[config.mk]
export PLATFORM = sky130hd
export DESIGN_NAME = pic_irq_master
export DESIGN_NICKNAME = d
export VERILOG_FILES = /design/src/rtl/pic_irq_master.sv
export SDC_FILE = /design/constraint.sdc
export NUM_CORES = 1
export LEC_CHECK = 0
export BUFFER_PORTS_ARGS = -buffer_cell sky130_fd_sc_hd__buf_4
export CAP_MARGIN = 20
export CORE_ASPECT_RATIO = 1.1
export CORE_UTILIZATION = 30
export CTS_BUF_LIST = sky130_fd_sc_hd__clkbuf_4 sky130_fd_sc_hd__clkbuf_8
export DETAILED_ROUTE_END_ITERATION = 8
export PLACE_DENSITY_LB_ADDON = 0.3
export SLEW_MARGIN = 15
export SYNTH_ARGS = -nofsm -noshare
export SYNTH_HDL_FRONTEND = slang
export SYNTH_SLANG_ARGS = --single-unit
[constraint.sdc]
create_clock -name clk_i -period 1.6 [get_ports clk_i]
set_input_delay 0.32 -clock clk_i [delete_from_list [all_inputs] [get_ports clk_i]]
set_output_delay 0.32 -clock clk_i [all_outputs]
set_load 0.02 [all_outputs]
[src/rtl/pic_irq_master.sv]
// Wishbone initiator that services a level-triggered PIC:
// read pending, present lowest IRQ to the core, write-1-clear it.
module pic_irq_master #(
    parameter int          NUM_IRQ   = 32,
    parameter logic [31:0] BASE_ADDR = 32'h0
) (
    input  logic        clk_i,
    input  logic        rst_n_i,
    input  logic        int_i,
    output logic        cyc_o,
    output logic        stb_o,
    output logic        we_o,
    output logic [31:0] adr_o,
    output logic [31:0] dat_o,
    output logic [3:0]  sel_o,
    input  logic [31:0] dat_i,
    input  logic        ack_i,
    input  logic        err_i,
    output logic [5:0]  vec_o,
    output logic        vec_valid_o,
    input  logic        vec_ready_i,
    output logic        bus_err_o,
    output logic [7:0]  spurious_cnt_o
);

    typedef enum logic [2:0] {
        IDLE,
        RD,
        SVC,
        WR,
        COOL
    } state_t;

    localparam logic [31:0] PEND_ADDR = BASE_ADDR + 32'hC;
    localparam logic [31:0] IRQ_MASK  = 32'hFFFF_FFFF >> (32 - NUM_IRQ);

    state_t      state;
    state_t      state_nx;
    logic [31:0] pend;
    logic [5:0]  low_vec;
    logic        cyc_nx;
    logic        we_nx;
    logic        vld_nx;
    logic        berr_nx;
    logic        spur_inc;

    // Lowest set bit wins, so scan from the top down.
    always_comb begin
        pend    = dat_i & IRQ_MASK;
        low_vec = '0;
        for (int k = NUM_IRQ - 1; k >= 0; k--) begin
            if (pend[k]) low_vec = 6'(k + 1);
        end
    end

    always_comb begin
        state_nx = state;
        berr_nx  = 1'b0;
        spur_inc = 1'b0;
        unique case (state)
            IDLE: if (int_i) state_nx = RD;
            RD: begin
                if (err_i) begin
                    berr_nx  = 1'b1;
                    state_nx = COOL;
                end else if (ack_i) begin
                    if (pend == '0) begin
                        spur_inc = 1'b1;
                        state_nx = COOL;
                    end else begin
                        state_nx = SVC;
                    end
                end
            end
            SVC: if (vec_ready_i) state_nx = WR;
            WR: begin
                if (err_i) begin
                    berr_nx  = 1'b1;
                    state_nx = COOL;
                end else if (ack_i) begin
                    state_nx = COOL;
                end
            end
            COOL:    state_nx = IDLE;
            default: state_nx = IDLE;
        endcase
        cyc_nx = (state_nx == RD) || (state_nx == WR);
        we_nx  = (state_nx == WR);
        vld_nx = (state_nx == SVC);
    end

    always_ff @(posedge clk_i or negedge rst_n_i) begin
        if (!rst_n_i) state <= IDLE;
        else          state <= state_nx;
    end

    always_ff @(posedge clk_i or negedge rst_n_i) begin
        if (!rst_n_i) begin
            cyc_o          <= 1'b0;
            stb_o          <= 1'b0;
            we_o           <= 1'b0;
            adr_o          <= '0;
            dat_o          <= '0;
            sel_o          <= '0;
            vec_o          <= '0;
            vec_valid_o    <= 1'b0;
            bus_err_o      <= 1'b0;
            spurious_cnt_o <= '0;
        end else begin
            cyc_o       <= cyc_nx;
            stb_o       <= cyc_nx;
            we_o        <= we_nx;
            vec_valid_o <= vld_nx;
            bus_err_o   <= berr_nx;
            if (spur_inc && spurious_cnt_o != 8'hFF)
                spurious_cnt_o <= spurious_cnt_o + 8'd1;
            if (state == IDLE && state_nx == RD) begin
                adr_o <= PEND_ADDR;
                sel_o <= 4'hF;
            end
            if (state == RD && state_nx == SVC)
                vec_o <= low_vec;
            // Write-1-clear exactly the bit being serviced.
            if (state == SVC && state_nx == WR) begin
                adr_o <= PEND_ADDR;
                sel_o <= 4'hF;
                dat_o <= 32'h1 << (vec_o - 6'd1);
            end
        end
    end

endmodule
==> results of run 1 <==
==> where the power goes <==
group	leakage [µW]	switching, µW	internal (µW)
Clock	0.0000444	436	303
Sequential	0.000735	144	1550
Combinational	0.00132	986	794
Total	0.00210	1570	2640
==> metal layers <==
| metal | routed length, µm | global-route usage (%) | up-vias |
|---|---|---|---|
| met1 | 3022 | 17.92 | 1236 |
| met2 | 3636 | 25.36 | 89 |
| met4 | 69 | 3.518 | 0 |
| met3 | 443 | 2.766 | 7 |
| li1 | - | - | 1318 |
| met5 | 0 | 0 | - |
==> metrics by stage <==
| stage | setup slack [ps] | std cells | setup TNS, ps |
|---|---|---|---|
| floorplan | -95.40 | 333 | -425.0 |
| global placement | -238.6 | 563 | -2783 |
| detailed placement | -241.2 | 563 | -3058 |
| CTS | 2.685 | 571 | 0 |
| global route | -101.3 | 574 | -578.3 |
| finish | 33.51 | 574 | 0 |
==> sequential cells by signal, indices dropped and copies added, names as in the netlist <==
register,cells
dat_o,32
spurious_cnt_o,8
vec_o,6
state,3
bus_err_o,1
sel_o,1
stb_o,1
vec_valid_o,1
we_o,1
==> logic make-up (layout without fill, tap and decap cells) <==
group,after synthesis,after routing
AND/OR/NAND/NOR,123,123
AO/OA/AOI/OAI,67,67
flip-flops,54,54
buffers and inverters,48,172
XOR/XNOR,8,8
multiplexers,2,2
adder cells (fa/ha/maj),1,1
other,1,30
==> synth_stat cells (2+ instances only) <==
| cell | instances | area share [%] |
|---|---|---|
| inv_1 | 7 | 0.90 |
| o31a_1 | 3 | 0.90 |
| nor2_1 | 18 | 2.3 |
| xnor2_1 | 7 | 2.1 |
| a21oi_1 | 5 | 0.86 |
| and3_1 | 5 | 1.1 |
| nor3_1 | 8 | 1.4 |
| nor4_2 | 7 | 3.0 |
| nand4_2 | 2 | 0.86 |
| nand4_1 | 3 | 0.65 |
| nor3b_1 | 2 | 0.52 |
| dfrtp_1 | 54 | 47 |
| buf_4 | 36 | 9.3 |
| o31ai_1 | 8 | 2.1 |
| nand3_1 | 7 | 1.2 |
| o21ai_1 | 2 | 0.34 |
| o21ai_0 | 32 | 5.5 |
| nand2_1 | 43 | 5.6 |
| nand3b_1 | 7 | 1.8 |
| a2111oi_0 | 2 | 0.60 |
| a32o_1 | 2 | 0.69 |
| clkbuf_1 | 5 | 0.65 |
| a22o_1 | 2 | 0.60 |
| nor4_1 | 4 | 0.86 |
| nor2b_1 | 6 | 1.3 |
| o21a_1 | 2 | 0.52 |
| nand2b_1 | 2 | 0.43 |
| and2_1 | 3 | 0.65 |
==> worst reg2reg max path: cells and delay by family (launching register included) <==
kind	cells	cell delay, ps
flops	1	430
compound gates	1	180
simple gates	3	770
xor+xnor	1	120
==> cell type report <==
cell class	instances	area share, %
Inverter	7	0.6121
Tap cell	117	3.410
Clock buffer	5	1.603
Multi-Input combinational cell	231	34.25
Sequential cell	54	31.54
Timing Repair Buffer	158	28.27
Clock inverter	2	0.3206
==> repair_timing <==
action,CTS,global route
setup endpoints to repair,3,23
buffers inserted,0,3
endpoints found under the hold margin,25,0
gates resized for setup,1,14
pin swaps,2,6
hold buffers,1,0
==> final timing paths <==
path	to	slack, ps	start	depth (start not counted)
setup / recovery	dat_o[0]	30	vec_o[0]	5
hold reg to reg	dat_o[25]	490	dat_o[25]	2
max in group asynchronous	dat_o[13]	680	rst_n_i	3
min in group asynchronous	dat_o[24]	460	rst_n_i	2
setup reg to reg	dat_o[0]	30	vec_o[0]	5
hold / removal	bus_err_o	250	err_i	2
==> qor.txt, run 1 <==
status - complete, no violations
post-synthesis cell area - 2904 µm²
Worst-Skew Late Latency - 310 ps
layout cells sized above 1 - 42.89%
Seq/Total Area, Yosys - 46.53%
final hold violation count - 0
vias post-DR - 2650
syn_area_per_cell - 9.553 µm²
largest net degree at the start of global routing - 35
max frequency - 638.4 MHz
die height - 105.2 µm
first-pass GRT wire length - 11530 µm
Top Ports - 125
core area - 9398 µm²
Synth Area in Compound Gates - 15.21%
row count - 37
Setup Viol. Count Final - 0
Pre-antenna DRT Iters - 4
Final #Nets - 496
Slew Viols, Final - 0
buffer and inverter count on the worst path - 0
CTS max path bufs - 2
critical path arrival - 1810 ps
Total GRT Usage - 14.46%
final core utilization - 45.68%
design area - 4293 µm²
simple logic cell fraction of the synthesized area - 23.57%
cell breakdown of the critical path - nor4_4 > xor2_1 > nor2_2 > nand3b_1 > o21ai_1
HP Class - in -> reg
FF/Latch Area - 1354 µm²
LEAKAGE - 0.002097 µW
total grt overflow - 0
drc violations - 0
HPWL after DPL - 5905 µm
CP top delay family - simple AND/OR/NAND/NOR gates
Max VDD drop - 398.3 µV
DR iter-0 viols - 52
TritonCTS Buffers - 5
Fin Clk Skew - 9.937 ps
largest family of logic cells by synthesized area - simple AND/OR/NAND/NOR gates
vias in the first global route - 2562
Reg clk slew, reported paths - 100 ps
CP Capture Type - flop
DRT antenna net count - 0
EDFF count, synth - 0
xor/xnor share of the synthesized area - 2.413%
Initial Utilization - 30.90%
placed cell area - 4143 µm²
Synth Warn # - 0
Crit path largest cell delay - 430 ps
I/O Buffers - 94
final hold slack - 245.4 ps
PwrDens - 980.4 nW/µm²
H-tree depth - 2
Netlist cell types - 48
WP data required - 1840 ps
Final Wtd Congestion - 0.7723
# clock sinks - 54
initial antenna violation count - 0
commonest non-fill, non-tap cell in the layout - buf_4
number of synthesized register bits - 54
Final min period - 1566 ps
die width - 95.81 µm
Max Cap Viol - 0
area of the multi-input gates - 1470 µm²
Post-Route WL - 7172 µm
Filler cells - 929
Post-Synthesis Cells - 304
unrepaired setup endpoints after global routing - yes
Area Growth Syn to Fin - 47.82%
CTS tree - done
CP Launch Type - flop
Final Cycle Share - 97.91%
FFs w/ async S/R, synth - 100.0%
via-per-instance ratio - 4.617
WL/cell - 12.49 µm
CP max stage cell - dfrtp_2
n_diodes - 0
Die ar. - 10080 µm²
most frequent cells in the layout - buf_4, dfrtp_1, nand2_1
top_reg_cell synth - dfrtp_1
CP max FO - 5
Adder-Cell Fraction of Synth Area - 0.4308%
critical path type - reg -> reg
Power, Total - 4209 µW
mux cell area share after synthesis - 0.8617%
clock root cell - clkbuf_8
Note: power is estimated with default switching activity, not from simulation.
==> run 2, diff against run 1 <==
--- a/config.mk
+++ b/config.mk
@@ -11,7 +11,8 @@
 export CORE_UTILIZATION = 30
 export CTS_BUF_LIST = sky130_fd_sc_hd__clkbuf_4 sky130_fd_sc_hd__clkbuf_8
 export DETAILED_ROUTE_END_ITERATION = 8
-export PLACE_DENSITY_LB_ADDON = 0.3
+export GPL_ROUTABILITY_DRIVEN = 0
+export RECOVER_POWER = 50
 export SLEW_MARGIN = 15
 export SYNTH_ARGS = -nofsm -noshare
 export SYNTH_HDL_FRONTEND = slang
==> qor.txt, run 2 (synthesis gave the netlist of run 1 again) <==
I/O Buffers - 94 (unchanged)
Biggest register - dat_o (unchanged)
max frequency - 630.2 MHz (was 638.4 MHz)
LEAKAGE - 0.002037 µW (was 0.002097 µW)
TritonCTS Buffers - 5 (unchanged)
initial antenna violation count - 0 (unchanged)
first-pass GRT wire length - 12030 µm (was 11530 µm)
PwrDens - 1009 nW/µm² (was 980.4 nW/µm²)
Worst-Skew Late Latency - 310 ps (about the same)
final hold violation count - 0 (unchanged)
critical path arrival - 1790 ps (was 1810 ps)
P_int - 2669 µW (was 2642 µW)
Worst Tran Pin Value - 749.1 ps
post-placement setup slack - -250.6 ps (was -241.2 ps)
largest registers - dat_o: 32 flops, spurious_cnt_o: 8 flops, vec_o: 6 flops (unchanged)
Post-Route WL - 7345 µm (was 7172 µm)
row count - 37 (unchanged)
slew margin rel. - 50.06%
final worst slack - 13.21 ps (was 33.51 ps)
die height - 105.2 µm (unchanged)
Max Cap Viol - 0 (unchanged)
final hold slack - 242.3 ps (was 245.4 ps)
Total GRT Usage - 15.01% (was 14.46%)
H-tree depth - 2 (unchanged)
CP max stage cell - dfrtp_1 (was dfrtp_2)
NetSw - 1631 µW (was 1566 µW)
unrepaired setup endpoints after global routing - yes (unchanged)
Filler cells - 942 (was 929)
Reg clk slew, reported paths - 100 ps (about the same)
layout cells sized above 1 - 39.61% (was 42.89%)
HPWL after DPL - 5890 µm (was 5905 µm)
critical path type - reg -> reg (unchanged)
status - complete, no violations (unchanged)
sequential power share - 39.4% (was 40.1%)
Setup Viol. Count Final - 0 (unchanged)
WP data required - 1810 ps (was 1840 ps)
n_diodes - 0 (unchanged)
CP Launch Type - flop (unchanged)
cell breakdown of the critical path - nor2b_1 > nand3_2 > a31oi_4 > nand2_4 > mux2_4 (was nor4_4 > xor2_1 > nor2_2 > nand3b_1 > o21ai_1)
# clock sinks - 54 (unchanged)
DRT antenna net count - 0 (unchanged)
drc violations - 0 (unchanged)
Comb pwr share - 41.6% (was 42.3%)
HP Class - in -> reg (unchanged)
CP Capture Type - flop (unchanged)
commonest non-fill, non-tap cell in the layout - buf_4 (unchanged)
final core utilization - 45.33% (was 45.68%)
vias in the first global route - 2638 (was 2562)
Die ar. - 10080 µm² (unchanged)
Pre-antenna DRT Iters - 4 (unchanged)
most frequent cells in the layout - buf_4, dfrtp_1, nand2_1 (unchanged)
DR iter-0 viols - 71 (was 52)
Max VDD drop - 469.2 µV (was 398.3 µV)
CP max FO - 7 (was 5)
Final Cycle Share - 99.17% (was 97.91%)
Top Ports - 125 (unchanged)
via-per-instance ratio - 4.634 (was 4.617)
clock root cell - clkbuf_8 (unchanged)
Clk pwr share - 19.1% (was 17.6%)
core area - 9398 µm² (unchanged)
largest net degree at the start of global routing - 55 (was 35)
vias post-DR - 2683 (was 2650)
total grt overflow - 0 (unchanged)
Sw Share - 37.94% (was 37.22%)
Crit path largest cell delay - 410 ps (was 430 ps)
die width - 95.81 µm (unchanged)
WL/cell - 12.69 µm (was 12.49 µm)
Slew Viols, Final - 0 (unchanged)
Fin Clk Skew - 10.32 ps (was 9.937 ps)
Final #Nets - 500 (was 496)
Final min period - 1587 ps (was 1566 ps)
Area Growth Syn to Fin - 46.70% (was 47.82%)
CTS tree - done (unchanged)
number of flip-flops in the largest register - 32 (unchanged)
Initial Utilization - 30.90% (unchanged)
CTS max path bufs - 2 (unchanged)
-- run 2: metrics by stage --
stage	setup TNS [ps]	area, µm²	total power (µW)	std cells
detailed placement	-3212	4153	3452	566
global route	-1658	4260	4586	579
CTS	-5.657	4264	4282	575
finish	0	4260	4300	579
floorplan	-425.0	3124	2714	333
global placement	-2740	4153	3419	566
-- run 2: worst max-delay path, delay by kind of cell (launching register included) --
kind            cells  cell delay [ps]
simple gates        3              490
flops               1              410
compound gates      1              290
mux                 1              290
-- run 2: power groups by stage --
stage	registers (µW)	logic, µW	clock network, µW
floorplan	1890	827	0
detailed placement	1730	1720	0
CTS	1700	1720	859
global placement	1720	1700	0
finish	1690	1790	820
global route	1720	1960	909
-- run 2: cell type report --
type	instances	area, µm²	area share, %
sequential	54	1354	31.78
clock inverter	2	16.27	0.3818
timing repair buffer	162	1159	27.20
clock buffer	6	82.58	1.938
tap	117	146.4	3.436
inverter	7	26.28	0.6167
multi-input combinational	231	1476	34.65
-- run 2: final timing paths --
path / startpoint / endpoint / slack, ps / cells past startpoint
hold / removal: err_i / bus_err_o / 240 / 2
min in group asynchronous: rst_n_i / we_o / 740 / 3
hold reg to reg: dat_o[24] / dat_o[24] / 480 / 2
setup reg to reg: state[0] / spurious_cnt_o[1] / 10 / 5
max in group asynchronous: rst_n_i / vec_o[1] / 330 / 3
setup / recovery: state[0] / spurious_cnt_o[1] / 10 / 5
-- run 2: per-layer routing --
layer / share of wire (%) / track usage [%] / vias to the layer above
li1: - / - / 1328
met1: 42 / 18.51 / 1260
met2: 50 / 26.28 / 86
met3: 6.1 / 3.130 / 9
met4: 1.2 / 3.625 / 0
met5: 0 / 0 / -
-- run 2: repair_timing --
item,4_1_cts,5_1_grt
hold buffers,1,0
buffers inserted,0,4
pin swaps,4,7
endpoints found under the setup margin,4,34
hold endpoints to repair,54,0
gates resized for setup,1,14
==> run 3, diff against run 2 <==
--- a/config.mk
+++ b/config.mk
@@ -7,13 +7,12 @@
 export LEC_CHECK = 0
 export BUFFER_PORTS_ARGS = -buffer_cell sky130_fd_sc_hd__buf_4
 export CAP_MARGIN = 20
-export CORE_ASPECT_RATIO = 1.1
 export CORE_UTILIZATION = 30
 export CTS_BUF_LIST = sky130_fd_sc_hd__clkbuf_4 sky130_fd_sc_hd__clkbuf_8
 export DETAILED_ROUTE_END_ITERATION = 8
 export GPL_ROUTABILITY_DRIVEN = 0
 export RECOVER_POWER = 50
-export SLEW_MARGIN = 15
+export SLEW_MARGIN = 5
 export SYNTH_ARGS = -nofsm -noshare
 export SYNTH_HDL_FRONTEND = slang
 export SYNTH_SLANG_ARGS = --single-unit
==> qor.txt, run 3 (synthesis gave the netlist of run 1 again) <==
Post-Route WL - 7394 µm (was 7345 µm)
TritonCTS Buffers - 5 (unchanged)
n_diodes - 0 (unchanged)
Area Growth Syn to Fin - 47.74% (was 46.70%)
row count - 35 (was 37)
slew margin rel. - 56.50% (was 50.06%)
Pre-antenna DRT Iters - 4 (unchanged)
final worst slack - 40.35 ps (was 13.21 ps)
layout cells sized above 1 - 40.09% (was 39.61%)
most frequent cells in the layout - buf_4, dfrtp_1, nand2_1 (unchanged)
I/O Buffers - 94 (unchanged)
Reg clk slew, reported paths - 100 ps (about the same)
Final Cycle Share - 97.48% (was 99.17%)
PwrDens - 986.4 nW/µm² (was 1009 nW/µm²)
Top Ports - 125 (unchanged)
Filler cells - 933 (was 942)
hold path depth - 2 (unchanged)
commonest non-fill, non-tap cell in the layout - buf_4 (unchanged)
largest net degree at the start of global routing - 29 (was 55)
design area - 4290 µm² (was 4260 µm²)
FF-to-FF setup slack - 40 ps (was 10 ps)
clock root cell - clkbuf_8 (unchanged)
Max VDD drop - 396.1 µV (was 469.2 µV)
die height - 100.4 µm (was 105.2 µm)
die width - 100.4 µm (was 95.81 µm)
CP max FO - 5 (was 7)
Final #Nets - 503 (was 500)
worst r2r path cells - 5 (unchanged)
Placed Cells - 578 (was 566)
HP Class - in -> reg (unchanged)
first-pass GRT wire length - 11970 µm (was 12030 µm)
drc violations - 0 (unchanged)
area of the multi-input gates - 1486 µm² (was 1476 µm²)
vias post-DR - 2705 (was 2683)
TNS Setup - 0 ps (unchanged)
Slew Viols, Final - 0 (unchanged)
Hold Startpoint - err_i (unchanged)
reg2reg start - vec_o[1] (was state[0])
Die ar. - 10080 µm² (about the same)
fin cells - 593 (was 579)
# clock sinks - 54 (unchanged)
final hold slack - 252.6 ps (was 242.3 ps)
reg2reg end - dat_o[8] (was spurious_cnt_o[1])
H-tree depth - 2 (unchanged)
Max Cap Viol - 0 (unchanged)
CP Launch Type - flop (unchanged)
final hold violation count - 0 (unchanged)
DR iter-0 viols - 54 (was 71)
WP data required - 1830 ps (was 1810 ps)
core area - 9328 µm² (was 9398 µm²)
Worst-Skew Late Latency - 300 ps (was 310 ps)
CTS tree - done (unchanged)
initial antenna violation count - 0 (unchanged)
total grt overflow - 0 (unchanged)
CTS max path bufs - 2 (unchanged)
critical path type - reg -> reg (unchanged)
via-per-instance ratio - 4.562 (was 4.634)
critical path arrival - 1780 ps (was 1790 ps)
Setup Viol. Count Final - 0 (unchanged)
post-placement setup slack - -278.9 ps (was -250.6 ps)
status - complete, no violations (unchanged)
DRT antenna net count - 0 (unchanged)
FF/Latch Area - 1354 µm² (unchanged)
Hold EP - bus_err_o (unchanged)
Initial Utilization - 31.13% (was 30.90%)
Fin Clk Skew - 8.785 ps (was 10.32 ps)
vias in the first global route - 2649 (was 2638)
CP Capture Type - flop (unchanged)
LEAKAGE - 0.002047 µW (was 0.002037 µW)
max frequency - 641.2 MHz (was 630.2 MHz)
HPWL after DPL - 5906 µm (was 5890 µm)
Worst Tran Pin Value - 652.5 ps (was 749.1 ps)
number of flip-flops in the largest register - 32 (unchanged)
WL/cell - 12.47 µm (was 12.69 µm)
unrepaired setup endpoints after global routing - yes (unchanged)
Final min period - 1560 ps (was 1587 ps)
Total GRT Usage - 14.63% (was 15.01%)
Biggest register - dat_o (unchanged)
placed cell area - 4180 µm² (was 4153 µm²)
largest registers - dat_o: 32 flops, spurious_cnt_o: 8 flops, vec_o: 6 flops (unchanged)
## run 3: cell count changes in the layout (fill, tap and decap cells not counted), sizes merged
cell,delta
clkbuf,+2
clkinv,+1
clkinvlp,-1
## run 3: final cells by class
type / count / share of cell area [%]
repair buffers: 165 / 27.50
clock inverters: 2 / 0.3208
inverters: 7 / 0.6124
flip-flops and latches: 54 / 31.55
multi-input cells: 231 / 34.65
well taps: 129 / 3.762
clock buffers: 5 / 1.604
## run 3: how the worst max path moves through the flow
stage	startpoint	endpoint	slack (ps)	cells after the start
final	vec_o[1]	dat_o[8]	40	5
after detailed placement	dat_i[6]	spurious_cnt_o[1]	-280	7
after floorplan	dat_i[6]	spurious_cnt_o[1]	-100	5
after global routing	vec_o[1]	dat_o[0]	-30	5
after CTS	spurious_cnt_o[2]	spurious_cnt_o[1]	10	5
after global placement	dat_i[21]	vec_o[1]	-320	8
## run 3: per-layer routing
layer  track usage, %  share of wire, %  up-vias
met5                0                 0        -
met4            1.672              0.62        0
met3            2.577               4.9        6
met2            25.87                49       97
met1            19.21                45     1269
li1                 -                 -     1333
## run 3: timing repair
item | in CTS | in global routing
hold buffers | 1 | 0
buffers inserted | 0 | 7
pin swaps | 1 | 13
gates resized for setup | 1 | 16
endpoints found under the setup margin | 3 | 38
endpoints found under the hold margin | 26 | 0
cloned | 0 | 0
## run 3: critical path: stages (launching register included)
cell and delay, ps:
dfrtp_2 430, nor4_4 330, xor2_1 120, nor2_2 230
nand3b_1 200, o21ai_1 180
## run 3: metrics by stage
step / total power (µW) / util, %
after floorplan: 2714 / -
after global placement: 3404 / 44.82
after detailed placement: 3435 / 44.82
after CTS: 4177 / 45.84
after global routing: 4506 / 46.00
final: 4232 / 46.00
## run 3: power breakdown
group          internal, µW  switching, µW  leakage, µW  total (µW)
clock network           303            430    0.0000444         733
registers              1550            138     0.000735        1680
logic                   783           1030      0.00127        1820
total                  2630           1600      0.00205        4230
